### config.mk
export PLATFORM = sky130hd
export DESIGN_NAME = instr_fetch
export DESIGN_NICKNAME = d
export VERILOG_FILES = /design/src/rtl/instr_fetch.sv
export SDC_FILE = /design/constraint.sdc
export NUM_CORES = 1
export LEC_CHECK = 0
export ABC_AREA = 1
export BUFFER_PORTS_ARGS = -buffer_cell sky130_fd_sc_hd__buf_2
export CORE_MARGIN = 3
export CORE_UTILIZATION = 30
export DETAILED_ROUTE_END_ITERATION = 10
export PLACE_DENSITY = 0.62
export REMOVE_ABC_BUFFERS = 1
export SLEW_MARGIN = 5
export SYNTH_ARGS = -nofsm -noshare
export SYNTH_HDL_FRONTEND = slang
export SYNTH_SLANG_ARGS = --single-unit
export TNS_END_PERCENT = 1
### constraint.sdc
create_clock -name clk -period 1.7 [get_ports clk]
set_input_delay 0.17 -clock clk [delete_from_list [all_inputs] [get_ports clk]]
set_output_delay 0.17 -clock clk [all_outputs]
set_load 0.05 [all_outputs]
### src/rtl/instr_fetch.sv
// ============================================================================
// instr_fetch: multicycle MIPS fetch stage (PC, IR, req/ack imem handshake).
// Optional: FETCH_TIMEOUT_EN adds a 16-cycle fetch timeout and fetch_err.
// Revision: 1.0
// ============================================================================
`default_nettype none

module instr_fetch #(
   parameter logic [31:0] RESET_PC = 32'h0000_0000
) (
   input  logic        clk,
   input  logic        reset,
   input  logic        fetch_en,
   input  logic        branch_taken,
   input  logic [31:0] branch_target,
   output logic        imem_req,
   output logic [31:0] imem_addr,
   input  logic        imem_ack,
   input  logic [31:0] imem_rdata,
   output logic [31:0] instr,
   output logic        instr_valid,
   output logic [31:0] instr_pc,
   output logic [31:0] pc,
`ifdef FETCH_TIMEOUT_EN
   output logic        fetch_err,
`endif
   output logic        busy
);

   localparam logic [1:0] S_IDLE = 2'd0;
   localparam logic [1:0] S_REQ  = 2'd1;
   localparam logic [1:0] S_HOLD = 2'd2;
   localparam logic [31:0] c_WORD_MASK = 32'hFFFF_FFFC;

   logic [1:0]  r_state;
   logic [31:0] r_pc;
   logic [31:0] r_instr;
   logic [31:0] r_instr_pc;
   logic        r_valid;
   logic        r_pend;
   logic [31:0] r_pend_tgt;
   logic        r_defer;
   logic [31:0] w_target;
   logic        w_start;
`ifdef FETCH_TIMEOUT_EN
   logic [3:0]  r_tmo;
   logic        r_err;
`endif

   assign w_target = branch_target & c_WORD_MASK;
   // A fetch that lost to a same-cycle branch is replayed from the target.
   assign w_start  = fetch_en | r_defer;

   always_ff @(posedge clk or negedge reset) begin
      if (!reset) begin
         r_state    <= S_IDLE;
         r_pc       <= RESET_PC & c_WORD_MASK;
         r_instr    <= 32'd0;
         r_instr_pc <= 32'd0;
         r_valid    <= 1'b0;
         r_pend     <= 1'b0;
         r_pend_tgt <= 32'd0;
         r_defer    <= 1'b0;
`ifdef FETCH_TIMEOUT_EN
         r_tmo      <= 4'd0;
         r_err      <= 1'b0;
`endif
      end else begin
         case (r_state)
            S_IDLE, S_HOLD: begin
               if (branch_taken) begin
                  r_pc    <= w_target;
                  r_pend  <= 1'b0;
                  r_defer <= w_start;
               end else if (w_start) begin
                  r_state <= S_REQ;
                  r_valid <= 1'b0;
                  r_defer <= 1'b0;
`ifdef FETCH_TIMEOUT_EN
                  r_tmo   <= 4'd0;
                  r_err   <= 1'b0;
`endif
               end
            end
            S_REQ: begin
               if (branch_taken) begin
                  r_pend     <= 1'b1;
                  r_pend_tgt <= w_target;
               end
               if (imem_ack) begin
                  r_instr    <= imem_rdata;
                  r_instr_pc <= r_pc;
                  r_valid    <= 1'b1;
                  r_pend     <= 1'b0;
                  r_state    <= S_HOLD;
                  if (branch_taken)
                     r_pc <= w_target;
                  else if (r_pend)
                     r_pc <= r_pend_tgt;
                  else
                     r_pc <= r_pc + 32'd4;
               end
`ifdef FETCH_TIMEOUT_EN
               else if (r_tmo == 4'hF) begin
                  r_instr <= 32'd0;
                  r_valid <= 1'b1;
                  r_err   <= 1'b1;
                  r_state <= S_HOLD;
               end else begin
                  r_tmo <= r_tmo + 4'd1;
               end
`endif
            end
            default: r_state <= S_IDLE;
         endcase
      end
   end

   assign imem_req    = (r_state == S_REQ);
   assign busy        = (r_state == S_REQ);
   assign imem_addr   = imem_req ? r_pc : 32'd0;
   assign instr       = r_instr;
   assign instr_valid = r_valid;
   assign instr_pc    = r_instr_pc;
   assign pc          = r_pc;
`ifdef FETCH_TIMEOUT_EN
   assign fetch_err   = r_err;
`endif

endmodule

`default_nettype wire

* Yosys cells after proc, flatten, opt, wreduce, memory -nomap -nowiden
Cells that the tools add are included.
** Cells by class
- Add/subtract/negate cells :: 1
- Multipliers :: 0
- Divide/modulo/power cells :: 0
- Magnitude comparators :: 0
- Eq/ne operators :: 7
- Shift operators :: 0
- Multiplexer cells :: 19
- Bitwise logic cells :: 1
- Reduce and logical (&&, ||, !) cells :: 11
** Operator list (number)
- $mux W32 :: 5
- $pmux W32 S2 :: 1
- $add A32 B3 Y32 const B :: 1
- $reduce_and A3 Y1 :: 3
- $mux W1 :: 7
- $mux W2 :: 3
- $ne A2 B2 Y1 const B :: 3
- $reduce_and A2 Y1 :: 3
- $pmux W1 S2 :: 2
- $pmux W2 S2 :: 1
- $reduce_and A4 Y1 :: 1
- $reduce_bool A2 Y1 :: 2
- $ne A3 B2 Y1 const B :: 1
- $eq A2 B1 Y1 const B :: 1
- $eq A2 B2 Y1 const B :: 1
- $logic_not A2 Y1 :: 1
- $ne A2 B1 Y1 const B :: 1
- $reduce_or A2 Y1 :: 1
- $or A1 B1 Y1 :: 1
** Storage, ports and cells
- Register bits :: 131
- Bits in latches :: 0
- Memory bits (writable) :: 0
- ROM bits :: 0
- Input bits :: 69
- Output and inout port bits :: 131
- Word-level logic and storage cells :: 47
- Memories kept :: 0

* Depth between registers and ports, before layout
- Word-level depth :: 5
- Mapped depth :: 11
- Depth with buffers taken out :: 11

* Worst setup path before layout
No wires, ideal clock.
- Path kind :: register to output
- Start :: reg r_state[1]
- End :: out imem_addr[10]
- Arrival :: 1.664 ns
- Required time :: 1.530 ns
- Path slack :: -0.134 ns
- Cell stages (with the launch flop) :: 5
- Cell sequence :: dfrtp_1 > nor2_8 > inv_1 > clkbuf_1 > nor2_1
** Between the ends
- Cells in the longest elaborated chain, start to end :: 2
** Ends and longest elaborated chain
- start, declared :: line 35 : logic [1:0] r_state;
- start signal, assigned :: line 56 : r_state <= S_IDLE;
- start signal, assigned :: line 76 : r_state <= S_REQ;
- start signal, assigned :: line 95 : r_state <= S_HOLD;
- $eq A2 B1 Y1
- net busy :: line 27 : output logic busy
- $mux W32 :: line 121 : assign imem_addr = imem_req ? r_pc : 32'd0;
- end, declared :: line 17 : output logic [31:0] imem_addr,
The timed path passes the listed nets, and every way through them passes these cells.

* Worst setup path after layout
- Start :: reg r_state[0]
- End :: out imem_addr[16]
** Between the ends
- Cells in the longest elaborated chain, start to end :: 2
** Ends and longest elaborated chain
- $eq A2 B1 Y1 :: line 119 : assign imem_req = (r_state == S_REQ);
- $mux W32 :: line 121
No other way between the ends.

==> results.json <==
{
  "outcome": "complete, but fails checks",
  "failing_checks": "negative setup slack",
  "fin_skew_ns": 0.00889,
  "first_global_vias": 6354,
  "global_route.overflow_total": 0,
  "insertion_delay_ns": 0.42,
  "cp_cell_sequence": "inv_2 -> nor2_8 -> inv_4 -> nor2_1 -> buf_6",
  "cts_made_buffers": 17,
  "antenna_found_initial": 2,
  "ctsRootBufferMaster": "sky130_fd_sc_hd__clkbuf_16",
  "synth_sequential_area_ratio_pct": 48.9,
  "vdd.ir_drop.worst_uv": 1290,
  "route.detailed.vias_per_inst": 4.56,
  "worst_hold_path_type": "input pin to flop",
  "setup_viol_count_final": 1,
  "mappedNetlistArea_um2": 6500,
  "total_leakage_power_nw": 4.87,
  "wl_per_cell_um": 15.3,
  "initial_core_util_pct": 30.7,
  "start_kind": "flop",
  "synth.avg_cell_area_um2": 7.50,
  "crit_family": "simple AND/OR/NAND/NOR gates",
  "critPathBufInv": 3,
  "clock_sinks": 127,
  "syn_inst": 867,
  "max_cap_viol_count": 0,
  "max_clock_freq_ghz": 0.588,
  "route.top_layer_used": "met5",
  "fin_nets": 1186,
  "clk_transition_reported_paths_ns": 0.06,
  "cp_max_fo": 4,
  "criticalPathCategory": "flop to primary output",
  "routed-via-count": 6412,
  "synth-async-reset-ratio_pct": 100,
  "power.density_cell_area_nw_per_um2": 2400,
  "std_cell_rows": 53,
  "reg2reg_from": "r_state[0]",
  "area.growth.synth_to_final_pct": 43.4,
  "library_cell_contributing_the_largest_single_delay_on_the_critical_path": "sky130_fd_sc_hd__dfrtp_1",
  "top_level_ports": 200,
  "detail_route.drc_violations": 0,
  "totalWireLength_mm": 21.5,
  "final_layout_size_suffix_gt1_share_pct": 28.8,
  "ant_nets": 0,
  "track_usage_pct": 18.3,
  "share_of_the_clock_period_used_by_the_worst_path_after_layout_pct": 100,
  "met1_length_mm": 9.46,
  "fillCellCount": 2120,
  "cp_data_required_time_ns": 1.53,
  "ys_top_cells_by_area": "sky130_fd_sc_hd__dfrtp_1 (49%), sky130_fd_sc_hd__nand2_1 (16%), sky130_fd_sc_hd__nor2_1 (7.1%)",
  "final_core_util_pct": 44.1,
  "dominantRegCellSynth": "sky130_fd_sc_hd__dfrtp_1",
  "timing.hold.worst_endpoint": "r_pend_tgt[8]",
  "synth_cell_types": 33,
  "timing.critical_path.arrival_ns": 1.53,
  "crit_cells": 5,
  "whs_path_depth": 3,
  "cts_tree": "yes",
  "count_of_endpoints_failing_hold_in_the_final_timing_report": 0,
  "ys.warnings.count": 0,
  "grt_setup_unrepaired": "true",
  "final_max_slew_viol_count": 0,
  "worst_reg_to_reg_setup_slack_ns": 0.09,
  "clock_path_buffers": 2,
  "gp_congestion": 0.845,
  "detailedPlacementHpwl_mm": 15.1,
  "io_buffer_count": 191,
  "hp-start": "branch_target[8]",
  "period_minus_slack_ns": 1.70,
  "detail_route.iter0.violations": 479,
  "drt_pass1_iterations": 5,
  "met2_wirelength_mm": 10.3,
  "cts.htree.levels": 4,
  "holdWs_ns": 0.0190,
  "die_h_um": 153,
  "worst_setup_path_end_kind": "primary output",
  "most_frequent_standard_cell_in_the_layout_excluding_fill_and_tap_cells": "sky130_fd_sc_hd__nand2_1",
  "worst-r2r-cell-count": 9,
  "die_width_um": 153,
  "worst_r2r_endpoint": "pc[13]",
  "number_of_synthesized_flops_with_an_enable_pin": 0,
  "layout.cells.most_common_list": "sky130_fd_sc_hd__nand2_1 (272), sky130_fd_sc_hd__buf_2 (160), sky130_fd_sc_hd__dfrtp_1 (127), sky130_fd_sc_hd__nor2_1 (104), sky130_fd_sc_hd__o21ai_0 (83)",
  "synth.ff_latch_count": 127,
  "final.setup.worst_slack_ns": -0.00175,
  "grt_pass1_wl_mm": 34.3,
  "synth_largest_type_area_fraction_pct": 48.9,
  "grt_max_degree": 59,
  "routed-wl-met3_mm": 1.48,
  "synth_largest_area_cell": "sky130_fd_sc_hd__dfrtp_1",
  "slowest_delay_ns": 0.36,
  "dieArea_um2": 23500,
  "floorplan.core_area_um2": 21200
}
-- repair_timing --
item	4_1_cts	5_1_grt
hold buffers	43	0
buffers inserted	2	0
gates resized for setup	61	43
endpoints found under the hold margin	169	0
pin swaps	1	0
endpoints found under the setup margin	30	58
-- cell families (layout without fill, tap and decap cells) --
| group | Yosys count | after routing | synth area share (%) |
|---|---|---|---|
| AND/OR/NAND/NOR | 461 | 461 | 29.3 |
| AO/OA/AOI/OAI | 135 | 135 | 10.8 |
| flip-flops | 127 | 127 | 48.9 |
| buffers and inverters | 127 | 384 | 8.37 |
| multiplexers | 11 | 11 | 1.90 |
| XOR/XNOR | 4 | 4 | 0.539 |
| adder cells (fa/ha/maj) | 1 | 1 | 0.192 |
| other | 1 | 7 | 0.0577 |
-- synth_stat cells, types with 2 or more instances --
library cell	n
sky130_fd_sc_hd__nor2_2	8
sky130_fd_sc_hd__nand2_1	274
sky130_fd_sc_hd__nor2_4	3
sky130_fd_sc_hd__o21ai_1	8
sky130_fd_sc_hd__nand3_1	38
sky130_fd_sc_hd__buf_2	21
sky130_fd_sc_hd__inv_1	75
sky130_fd_sc_hd__xor2_1	4
sky130_fd_sc_hd__inv_2	5
sky130_fd_sc_hd__a21oi_1	31
sky130_fd_sc_hd__dfrtp_1	127
sky130_fd_sc_hd__nor2_1	123
sky130_fd_sc_hd__nand2_4	2
sky130_fd_sc_hd__o21ai_0	86
sky130_fd_sc_hd__nand2_2	8
sky130_fd_sc_hd__mux2_2	11
sky130_fd_sc_hd__clkbuf_1	14
sky130_fd_sc_hd__buf_4	9
sky130_fd_sc_hd__nor2_8	2
sky130_fd_sc_hd__o211ai_1	4
sky130_fd_sc_hd__o22ai_1	2
-- worst reg2reg max path, cell delays in order, from the launching register on --
cell and delay, ns:
sky130_fd_sc_hd__dfrtp_1 0.36, sky130_fd_sc_hd__inv_2 0.07, sky130_fd_sc_hd__nor2_8 0.12, sky130_fd_sc_hd__buf_4 0.16, sky130_fd_sc_hd__nand2_4 0.06, sky130_fd_sc_hd__nand2_1 0.10
sky130_fd_sc_hd__buf_12 0.25, sky130_fd_sc_hd__inv_1 0.21, sky130_fd_sc_hd__nand2_1 0.11, sky130_fd_sc_hd__o21ai_2 0.05
-- where the power goes --
part | internal (mW) | total, mW | leakage, nW | switching [mW]
registers | 4.49 | 5.47 | 1.54 | 0.988
clock network | 2.31 | 3.75 | 0.283 | 1.44
logic | 3.62 | 13.2 | 3.05 | 9.54
-- state kept, by name (all words and copies together), names as in the netlist --
name,count
instr,32
r_pend_tgt,30
pc,30
instr_valid,1
instr_pc,30
r_defer,1
r_state,2
r_pend,1
-- metrics by stage --
step | cells | instance area (µm²) | setup TNS (ns) | worst slack, ns | power (mW)
5_1_grt | 1405 | 9330 | -1.41 | -0.0885 | 23.8
3_5_place_dp | 1327 | 7960 | 0 | 0.0762 | 17.8
6_report | 1405 | 9330 | -0.00175 | -0.00175 | 22.4
3_3_place_gp | 1327 | 7960 | 0 | 0.0842 | 17.7
4_1_cts | 1404 | 9180 | -0.0937 | -0.0128 | 22.2
2_1_floorplan | 826 | 6280 | -98.60 | -1.42 | 14.0
-- worst max-delay path by stage --
stage	startpoint	to	slack (ns)
after global placement	r_state[1]	imem_addr[13]	0.08
after floorplan	r_state[1]	pc[13]	-1.42
after global routing	r_state[0]	imem_addr[6]	-0.09
after CTS	r_state[0]	imem_addr[17]	-0.01
after detailed placement	r_state[1]	imem_addr[13]	0.08
final	r_state[0]	imem_addr[16]	-0.002
-- per-layer routing --
metal | up-vias | track usage (%)
li1 | 3203 | -
met4 | 2 | 3.86
met5 | - | 0
met2 | 223 | 31.0
met1 | 2963 | 23.7
met3 | 21 | 4.93
-- layout make-up --
| class | count | area [µm²] | area share (%) |
|---|---|---|---|
| flip-flops and latches | 127 | 3180 | 34.1 |
| multi-input cells | 618 | 2910 | 31.2 |
| repair buffers | 271 | 1980 | 21.3 |
| clock buffers | 19 | 433 | 4.64 |
| well taps | 275 | 344 | 3.69 |
| inverters | 81 | 309 | 3.31 |
| clock inverters | 13 | 166 | 1.78 |
| diodes | 1 | 2.50 | 0.0268 |
Power figures use the tool's default switching activity.
